<file path="src/rtl/cpu_types_pkg.sv">
// Shared CPU types: machine word, register index, and the EX->MEM pipeline entry.
package cpu_types_pkg;

  localparam int unsigned WordW = 32;
  localparam int unsigned RegW  = 5;

  typedef logic [WordW-1:0] word_t;
  typedef logic [RegW-1:0]  regbits_t;

  typedef enum logic [1:0] {
    BR_NONE = 2'b00,
    BR_BEQ  = 2'b01,
    BR_BNE  = 2'b10,
    BR_RSVD = 2'b11
  } brtype_t;

  typedef enum logic [1:0] {
    EMPTY = 2'b00,
    ONE   = 2'b01,
    FULL  = 2'b10
  } exmem_state_t;

  typedef struct packed {
    word_t    result;
    word_t    pc;
    word_t    store_data;
    regbits_t rd;
    logic     regwen;
    logic     memren;
    logic     memwen;
  } exmem_t;

endpackage

</file>
<file path="src/rtl/ex_branch_resolve.sv">
// Combinational BEQ/BNE resolution from the ALU zero flag; reserved encoding is not a branch.
module ex_branch_resolve
  import cpu_types_pkg::*;
(
  input  logic [1:0]  br_type_i,
  input  logic        zero_i,
  input  logic [31:0] target_i,
  output logic        taken_o,
  output logic [31:0] target_o
);

  brtype_t br_type;
  assign br_type = brtype_t'(br_type_i);

  always_comb begin
    taken_o = 1'b0;
    case (br_type)
      BR_BEQ:  taken_o = zero_i;
      BR_BNE:  taken_o = ~zero_i;
      default: taken_o = 1'b0;
    endcase
  end

  assign target_o = target_i;

endmodule

</file>
<file path="src/rtl/ex_mem_stage.sv">
// EX->MEM stage: two-entry skid buffer with registered branch redirect.
// Optional overflow trap enabled by defining EX_OVF_TRAP_EN.
module ex_mem_stage
  import cpu_types_pkg::*;
#(
  parameter int unsigned RW = 5
) (
  input  logic          CLK,
  input  logic          nRST,
  input  logic          flush,
  input  logic          ex_valid,
  output logic          ex_ready,
  input  logic [31:0]   alu_out,
  input  logic          alu_zero,
  input  logic          alu_overflow,
  input  logic          ex_ovf_chk,
  input  logic [31:0]   ex_pc,
  input  logic [RW-1:0] ex_rd,
  input  logic          ex_regwen,
  input  logic          ex_memren,
  input  logic          ex_memwen,
  input  logic [31:0]   ex_store_data,
  input  logic [1:0]    ex_br_type,
  input  logic [31:0]   ex_br_target,
  output logic          mem_valid,
  input  logic          mem_ready,
  output logic [31:0]   mem_result,
  output logic [31:0]   mem_pc,
  output logic [31:0]   mem_store_data,
  output logic [RW-1:0] mem_rd,
  output logic          mem_regwen,
  output logic          mem_memren,
  output logic          mem_memwen,
  output logic          br_taken,
  output logic [31:0]   br_target,
  output logic          trap_valid,
  output logic [31:0]   trap_epc
);

  exmem_state_t state_q, state_d;
  exmem_t       out_q, out_d;
  exmem_t       skid_q, skid_d;
  exmem_t       new_entry;
  logic         br_taken_q, br_taken_d;
  word_t        br_target_q, br_target_d;
  logic         accept, emit, ovf_hit;
  logic         res_taken;
  logic [31:0]  res_target;

  ex_branch_resolve u_branch (
    .br_type_i (ex_br_type),
    .zero_i    (alu_zero),
    .target_i  (ex_br_target),
    .taken_o   (res_taken),
    .target_o  (res_target)
  );

  assign ex_ready  = (state_q != FULL);
  assign mem_valid = (state_q != EMPTY);
  assign accept    = ex_valid & ex_ready;
  assign emit      = mem_valid & mem_ready;

  always_comb begin
    new_entry.result     = alu_out;
    new_entry.pc         = ex_pc;
    new_entry.store_data = ex_store_data;
    new_entry.rd         = regbits_t'(ex_rd);
    new_entry.regwen     = ex_regwen;
    new_entry.memren     = ex_memren;
    new_entry.memwen     = ex_memwen;
    ovf_hit              = 1'b0;
`ifdef EX_OVF_TRAP_EN
    ovf_hit = ex_ovf_chk & alu_overflow;
    // A trapping instruction must not commit any architectural side effect.
    if (ovf_hit) begin
      new_entry.regwen = 1'b0;
      new_entry.memren = 1'b0;
      new_entry.memwen = 1'b0;
    end
`endif
  end

  always_comb begin
    state_d = state_q;
    out_d   = out_q;
    skid_d  = skid_q;
    if (flush) begin
      state_d = EMPTY;
    end else begin
      case (state_q)
        EMPTY: begin
          if (accept) begin
            out_d   = new_entry;
            state_d = ONE;
          end
        end
        ONE: begin
          if (accept && !emit) begin
            skid_d  = new_entry;
            state_d = FULL;
          end else if (accept && emit) begin
            out_d = new_entry;
          end else if (emit) begin
            state_d = EMPTY;
          end
        end
        FULL: begin
          if (emit) begin
            out_d   = skid_q;
            state_d = ONE;
          end
        end
        default: state_d = EMPTY;
      endcase
    end
  end

  always_comb begin
    br_taken_d  = accept & res_taken & ~flush;
    br_target_d = br_taken_d ? res_target : '0;
  end

  always_ff @(posedge CLK or negedge nRST) begin
    if (!nRST) begin
      state_q     <= EMPTY;
      out_q       <= '0;
      skid_q      <= '0;
      br_taken_q  <= 1'b0;
      br_target_q <= '0;
    end else begin
      state_q     <= state_d;
      out_q       <= out_d;
      skid_q      <= skid_d;
      br_taken_q  <= br_taken_d;
      br_target_q <= br_target_d;
    end
  end

  assign mem_result     = out_q.result;
  assign mem_pc         = out_q.pc;
  assign mem_store_data = out_q.store_data;
  assign mem_rd         = RW'(out_q.rd);
  assign mem_regwen     = out_q.regwen;
  assign mem_memren     = out_q.memren;
  assign mem_memwen     = out_q.memwen;
  assign br_taken       = br_taken_q;
  assign br_target      = br_target_q;

`ifdef EX_OVF_TRAP_EN
  logic  trap_valid_q, trap_valid_d;
  word_t trap_epc_q, trap_epc_d;

  always_comb begin
    trap_valid_d = accept & ovf_hit & ~flush;
    trap_epc_d   = trap_valid_d ? ex_pc : trap_epc_q;
  end

  always_ff @(posedge CLK or negedge nRST) begin
    if (!nRST) begin
      trap_valid_q <= 1'b0;
      trap_epc_q   <= '0;
    end else begin
      trap_valid_q <= trap_valid_d;
      trap_epc_q   <= trap_epc_d;
    end
  end

  assign trap_valid = trap_valid_q;
  assign trap_epc   = trap_epc_q;
`else
  logic unused_ovf;
  assign unused_ovf = ovf_hit ^ ex_ovf_chk ^ alu_overflow;
  assign trap_valid = 1'b0;
  assign trap_epc   = '0;
`endif

endmodule
</file>
<file path="config.mk">
export PLATFORM = sky130hd
export DESIGN_NAME = ex_mem_stage
export DESIGN_NICKNAME = d
export VERILOG_FILES = /design/src/rtl/cpu_types_pkg.sv /design/src/rtl/ex_branch_resolve.sv /design/src/rtl/ex_mem_stage.sv
export SDC_FILE = /design/constraint.sdc
export NUM_CORES = 1
export LEC_CHECK = 0
export CAP_MARGIN = 30
export CORE_MARGIN = 5
export CORE_UTILIZATION = 29
export CTS_CLUSTER_DIAMETER = 40
export DETAILED_ROUTE_END_ITERATION = 10
export GPL_TIMING_DRIVEN = 1
export PLACE_DENSITY_LB_ADDON = 0.12
export SLEW_MARGIN = 25
export SYNTH_ARGS = -nofsm -noshare
export SYNTH_HDL_FRONTEND = slang
export SYNTH_SLANG_ARGS = --single-unit
</file>
<file path="constraint.sdc">
create_clock -name CLK -period 2 [get_ports CLK]
set_input_delay 0.3 -clock CLK [delete_from_list [all_inputs] [get_ports CLK]]
set_output_delay 0.3 -clock CLK [all_outputs]
set_load 0.005 [all_outputs]
</file>
[Word-level counts from Yosys, hierarchy flattened]
Cells that the tools add are included.
Word-level totals
  register bits after elaboration: 243
  input bits: 146
  output and inout bits: 172
  logic and storage cells: 59
Operators by class
  equality and inequality tests: 13
  multiplexer cells: 14
  bitwise gates (word level): 6
  reductions and logical operators: 9
Operators with widths (number)
  104-bit two-way mux: 4
  104-bit one-hot mux with 3 select lines: 1
  32-bit two-way mux: 1
  2-bit two-way mux: 6
  2-bit != test, second input constant: 5
  4-bit != test, second input constant: 2
  3-bit != test, second input constant: 2
  2-bit one-hot mux with 3 select lines: 1
  6-bit AND reduction: 1
  1-bit bitwise AND: 4
  2-bit by 1-bit == test with 1-bit output, second input constant: 2
  2-bit == test, second input constant: 2
  4-bit AND reduction: 1
  3-bit AND reduction: 1
  3-bit nonzero test: 1
  1-bit logical AND: 2
  2-bit logical NOT: 1
  1-bit inverter: 2
  1-bit one-hot mux with 2 select lines: 1
  2-bit nonzero test: 1
  1-bit logical NOT: 1

[Logic depth before layout (Yosys ltp)]
  word-level depth: 7
  gate-level depth with buffers: 8
  depth with buffers taken out: 5

[By module]
Synthesis repeated with hierarchy kept, for this count alone.
Unflattened totals
  cells, all modules: 930
  area total of the unflattened synthesis: 10675.2 um2
Modules (own cells, without submodules)
  ex_mem_stage: instances 1, cells an instance 895, area each 10412.5 um2, seq. area each 6080.8 um2
  ex_branch_resolve: instances 1, cells an instance 35, area each 262.8 um2, seq. area each 0.0 um2

[Worst setup path after synthesis]
OpenSTA, ideal clock, no wires.
  kind: reg2reg
  start point: reg state_q[1]
  end point: reg out_q, in the netlist mem_pc[16]
  library setup time: 125 ps
  arrival: 1533 ps
  data required time: 1875 ps
  setup slack: 342 ps
  cell stages (with the launch flop): 7
  buffers on the path: 2
  period minus slack after synthesis: 1658 ps
  cells stage by stage: dfrtp_1 > nor2b_1 > nand2_1 > a21oi_2 > buf_4 > buf_4 > mux2_2
Between the ends
  word-level cells in the longest chain between the ends: 6
  elaborated cells between the ends (all ways): 17
  those cells by class: 7 x eq/ne; 1 x mux; 2 x bitwise; 7 x reduce/logical
RTL lines
  start, declared: RTL line ex_mem_stage.sv:40  | exmem_state_t state_q, state_d;
  start signal, assigned: RTL line ex_mem_stage.sv:131  | state_q <= state_d;
  2-bit nonzero test: RTL line ex_mem_stage.sv:59  | assign mem_valid = (state_q != EMPTY);
  1-bit bitwise AND: RTL line ex_mem_stage.sv:61  | assign emit = mem_valid & mem_ready;
  1-bit logical NOT: RTL line ex_mem_stage.sv:98  | if (accept && !emit) begin
  1-bit logical AND: RTL line ex_mem_stage.sv:98
  2-bit != test (no line)
  6-bit AND reduction (no line)
  end signal, assigned: RTL line ex_mem_stage.sv:132  | out_q <= out_d;
  end, declared: RTL line ex_mem_stage.sv:41  | exmem_t out_q, out_d;
Parallel ways exist; a longest one is shown, timed or not.
A chain may end at the register's enable or synchronous reset.

[Final worst setup path]
  start point: reg state_q[1]
  end point: reg out_q, in the netlist mem_pc[11]
The elaborated chain is that of the path after synthesis.

==> results.py <==
metrics = {
    "yosys": {
        "ys_top_cells_by_area": "dfrtp_1, mux2_2, nand2_1",
        "synth_area_leader_cell": "dfrtp_1",
        "yosys_warnings": 0,
        "ys_seq_elements": 243,
        "synth_top_cell_area_share": 0.580,
        "syn_avg_cell_area_sq_um": 11.7,
        "ys_types": 23,
        "synth_area_sq_um": 10500,
        "postSynthCellCount": 898,
        "ys_seq_area_frac": 0.580,
    },
    "global_route": {
        "first_global_vias": 7663,
        "track_usage": 0.141,
        "grt_pass1_wl_mm": 44.0,
        "overflow": 0,
        "grt_max_degree": 69,
        "grt_antenna_before_repair": 2,
    },
    "route": {
        "vias_per_cell": 4.30,
        "via_count": 7423,
        "ant_nets": 0,
        "first_iter_violations": 185,
        "dr.pass1.iters": 4,
        "routed_wl_mm": 28.5,
        "wl_per_cell_um": 16.5,
        "drc": 0,
    },
    "finish": {
        "fill_cells": 3343,
        "mostFrequentLayoutCells": "nand2_1, clkdlybuf4s50_1, dfrtp_1, mux2_2, clkbuf_16",
        "drive_above_1_share": 0.247,
        "area_growth_pct": 49.6,
        "final_common_cell": "nand2_1",
        "fin_cells": 1725,
        "fin_area_sq_um": 15700,
        "final_nets": 1373,
    },
    "cts": {
        "cts-root-buf": "clkbuf_16",
        "clockBufferDepth": 3,
        "path_clk_slew_ns": 0.05,
        "clk_latency_ns": 0.54,
        "cts.sinks": 243,
        "cts_tree": "built",
        "cts-htree-levels": 2,
        "cts-buffers-inserted": 44,
    },
    "floorplanning": {
        "start_util": 0.294,
        "die_y_um": 200,
        "fp-row-count": 69,
        "coreArea_sq_um": 35700,
        "ios": 318,
        "die-area_sq_um": 40000,
        "fp.dieW_um": 200,
    },
    "place": {
        "gp_congestion": 0.724,
        "io_buffers": 282,
        "detailed_place_hpwl_mm": 19.8,
        "dpl-instance-area_sq_um": 14100,
        "place_inst": 1640,
    },
    "pwr": {
        "p_leak_nw": 7.10,
        "ir_worst_vdd_mv": 0.691,
        "power_density_nw_per_um2": 1100,
    },
    "timing": {
        "maxSlewViolCount": 0,
        "fin_skew_ns": 0.0106,
        "period_minus_slack_ns": 1.87,
        "tns_ns": 0,
        "final-setup-viol-count": 0,
        "final_hold_viol_count": 0,
        "rsz0062_at_grt": "false",
        "period_share": 0.936,
        "maxSlewHeadroom": 0.591,
        "fmax_mhz": 534,
        "worst_pin_slew_ns": 0.613,
    },
    "critical_path": {
        "worstPathRequired_ns": 2.42,
        "critPathArrivalTime_ns": 2.29,
        "critPathMaxFanout": 21,
        "crit_type": "reg -> reg",
        "rr_worst_depth": 7,
        "r2r_start": "state_q[1]",
        "cp-end-kind": "register",
        "startpoint_type": "register",
        "r2r_slack_ns": 0.13,
        "r2r-end": "mem_pc[11]",
    },
    "min_path": {
        "min_delay_worst_endpoint": "br_target[14]",
        "min_path_type": "in -> reg",
        "min_path_cells": 2,
        "hp-start": "ex_br_target[14]",
    },
    "job": {
        "maxCapViolCount": 0,
    },
    "outcome": {
        "outcome": "complete, no violations",
    },
}
==> metal layers <==
metal  vias up  global-route usage  routed length [um]
met2       226               0.213               12700
li1       3545                   -                   -
met3        51              0.0556                2610
met4         4              0.0478                 612
met5         -                   0                  24
met1      3597               0.185               12600
==> worst max-delay path, stage by stage, from the launching register on <==
cell and delay [ns]:
dfrtp_2 0.41, buf_4 0.17, nor2b_1 0.15, nand2_1 0.11, a21oi_4 0.19, buf_4 0.17
buf_12 0.17, mux2_2 0.34
==> where the power goes <==
part / switching, mW / leakage, nW / total (mW) / internal, mW
logic: 0.935 / 3.34 / 2.87 / 1.93
clock network: 2.59 / 0.779 / 7.80 / 5.21
registers: 0.542 / 2.98 / 6.54 / 6.00
==> cell usage after synthesis, drive strengths merged <==
cell type  instances
nor3               1
or2                1
nand2b             2
o22a               1
mux2             208
nor2               2
buf               68
a211oi             2
dfrtp            243
clkbuf            13
a21oi              2
o21a               1
and2              32
conb               1
inv                1
nand3b             3
nand2            315
nor2b              2
==> state kept, by name (all words and copies together) (netlist names) <==
| register | count |
|---|---|
| state_q | 2 |
| mem_memren | 1 |
| br_taken | 1 |
| br_target | 32 |
| skid_q | 104 |
| mem_rd | 5 |
| mem_result | 32 |
| mem_store_data | 32 |
| mem_memwen | 1 |
| mem_regwen | 1 |
| mem_pc | 32 |
==> kinds of logic after synthesis <==
logic type	share of synthesized area
AND/OR/NAND/NOR	0.139
flip-flops	0.580
multiplexers	0.224
buffers and inverters	0.0522
AO/OA/AOI/OAI	0.00478
other	0.000358
==> through the flow <==
| stage | util | setup WS [ns] | hold slack, ns | power [mW] |
|---|---|---|---|---|
| 2_1_floorplan | - | 0.342 | 0.00441 | 7.77 |
| 3_3_place_gp | 0.395 | -0.130 | 0.329 | 9.48 |
| 3_5_place_dp | 0.395 | -0.166 | 0.344 | 9.56 |
| 4_1_cts | 0.439 | 0.0876 | 0.260 | 17.6 |
| 5_1_grt | 0.439 | 0.00991 | 0.273 | 18.1 |
| 6_report | 0.440 | 0.128 | 0.303 | 17.2 |
==> layout make-up <==
class / count / area (sq um) / area share
timing repair buffer: 332 / 3440 / 0.220
inverter: 1 / 6.26 / 0.000399
antenna: 1 / 2.50 / 0.000160
clock inverter: 23 / 313 / 0.0200
tap: 461 / 577 / 0.0368
sequential: 243 / 6080 / 0.388
multi-input combinational: 605 / 3990 / 0.255
clock buffer: 59 / 1260 / 0.0802
==> worst max-delay path by stage <==
stage                from          to  slack [ns]  cells past startpoint
2_1_floorplan  state_q[1]  mem_pc[16]        0.34                      6
3_3_place_gp     ex_valid   mem_pc[7]       -0.13                      7
3_5_place_dp     ex_valid  mem_pc[17]       -0.17                      7
4_1_cts        state_q[1]  mem_pc[17]        0.09                      7
5_1_grt        state_q[1]  mem_pc[14]        0.01                      7
6_report       state_q[1]  mem_pc[11]        0.13                      7
==> what timing repair did <==
item | 4_1_cts | 5_1_grt
resized for setup | 4 | 0
hold buffers | 1 | 0
buffers inserted | 1 | 0
setup endpoints to repair | 2 | 0
endpoints found under the hold margin | 57 | 0
No activity file was read; power rests on OpenSTA's default activity.
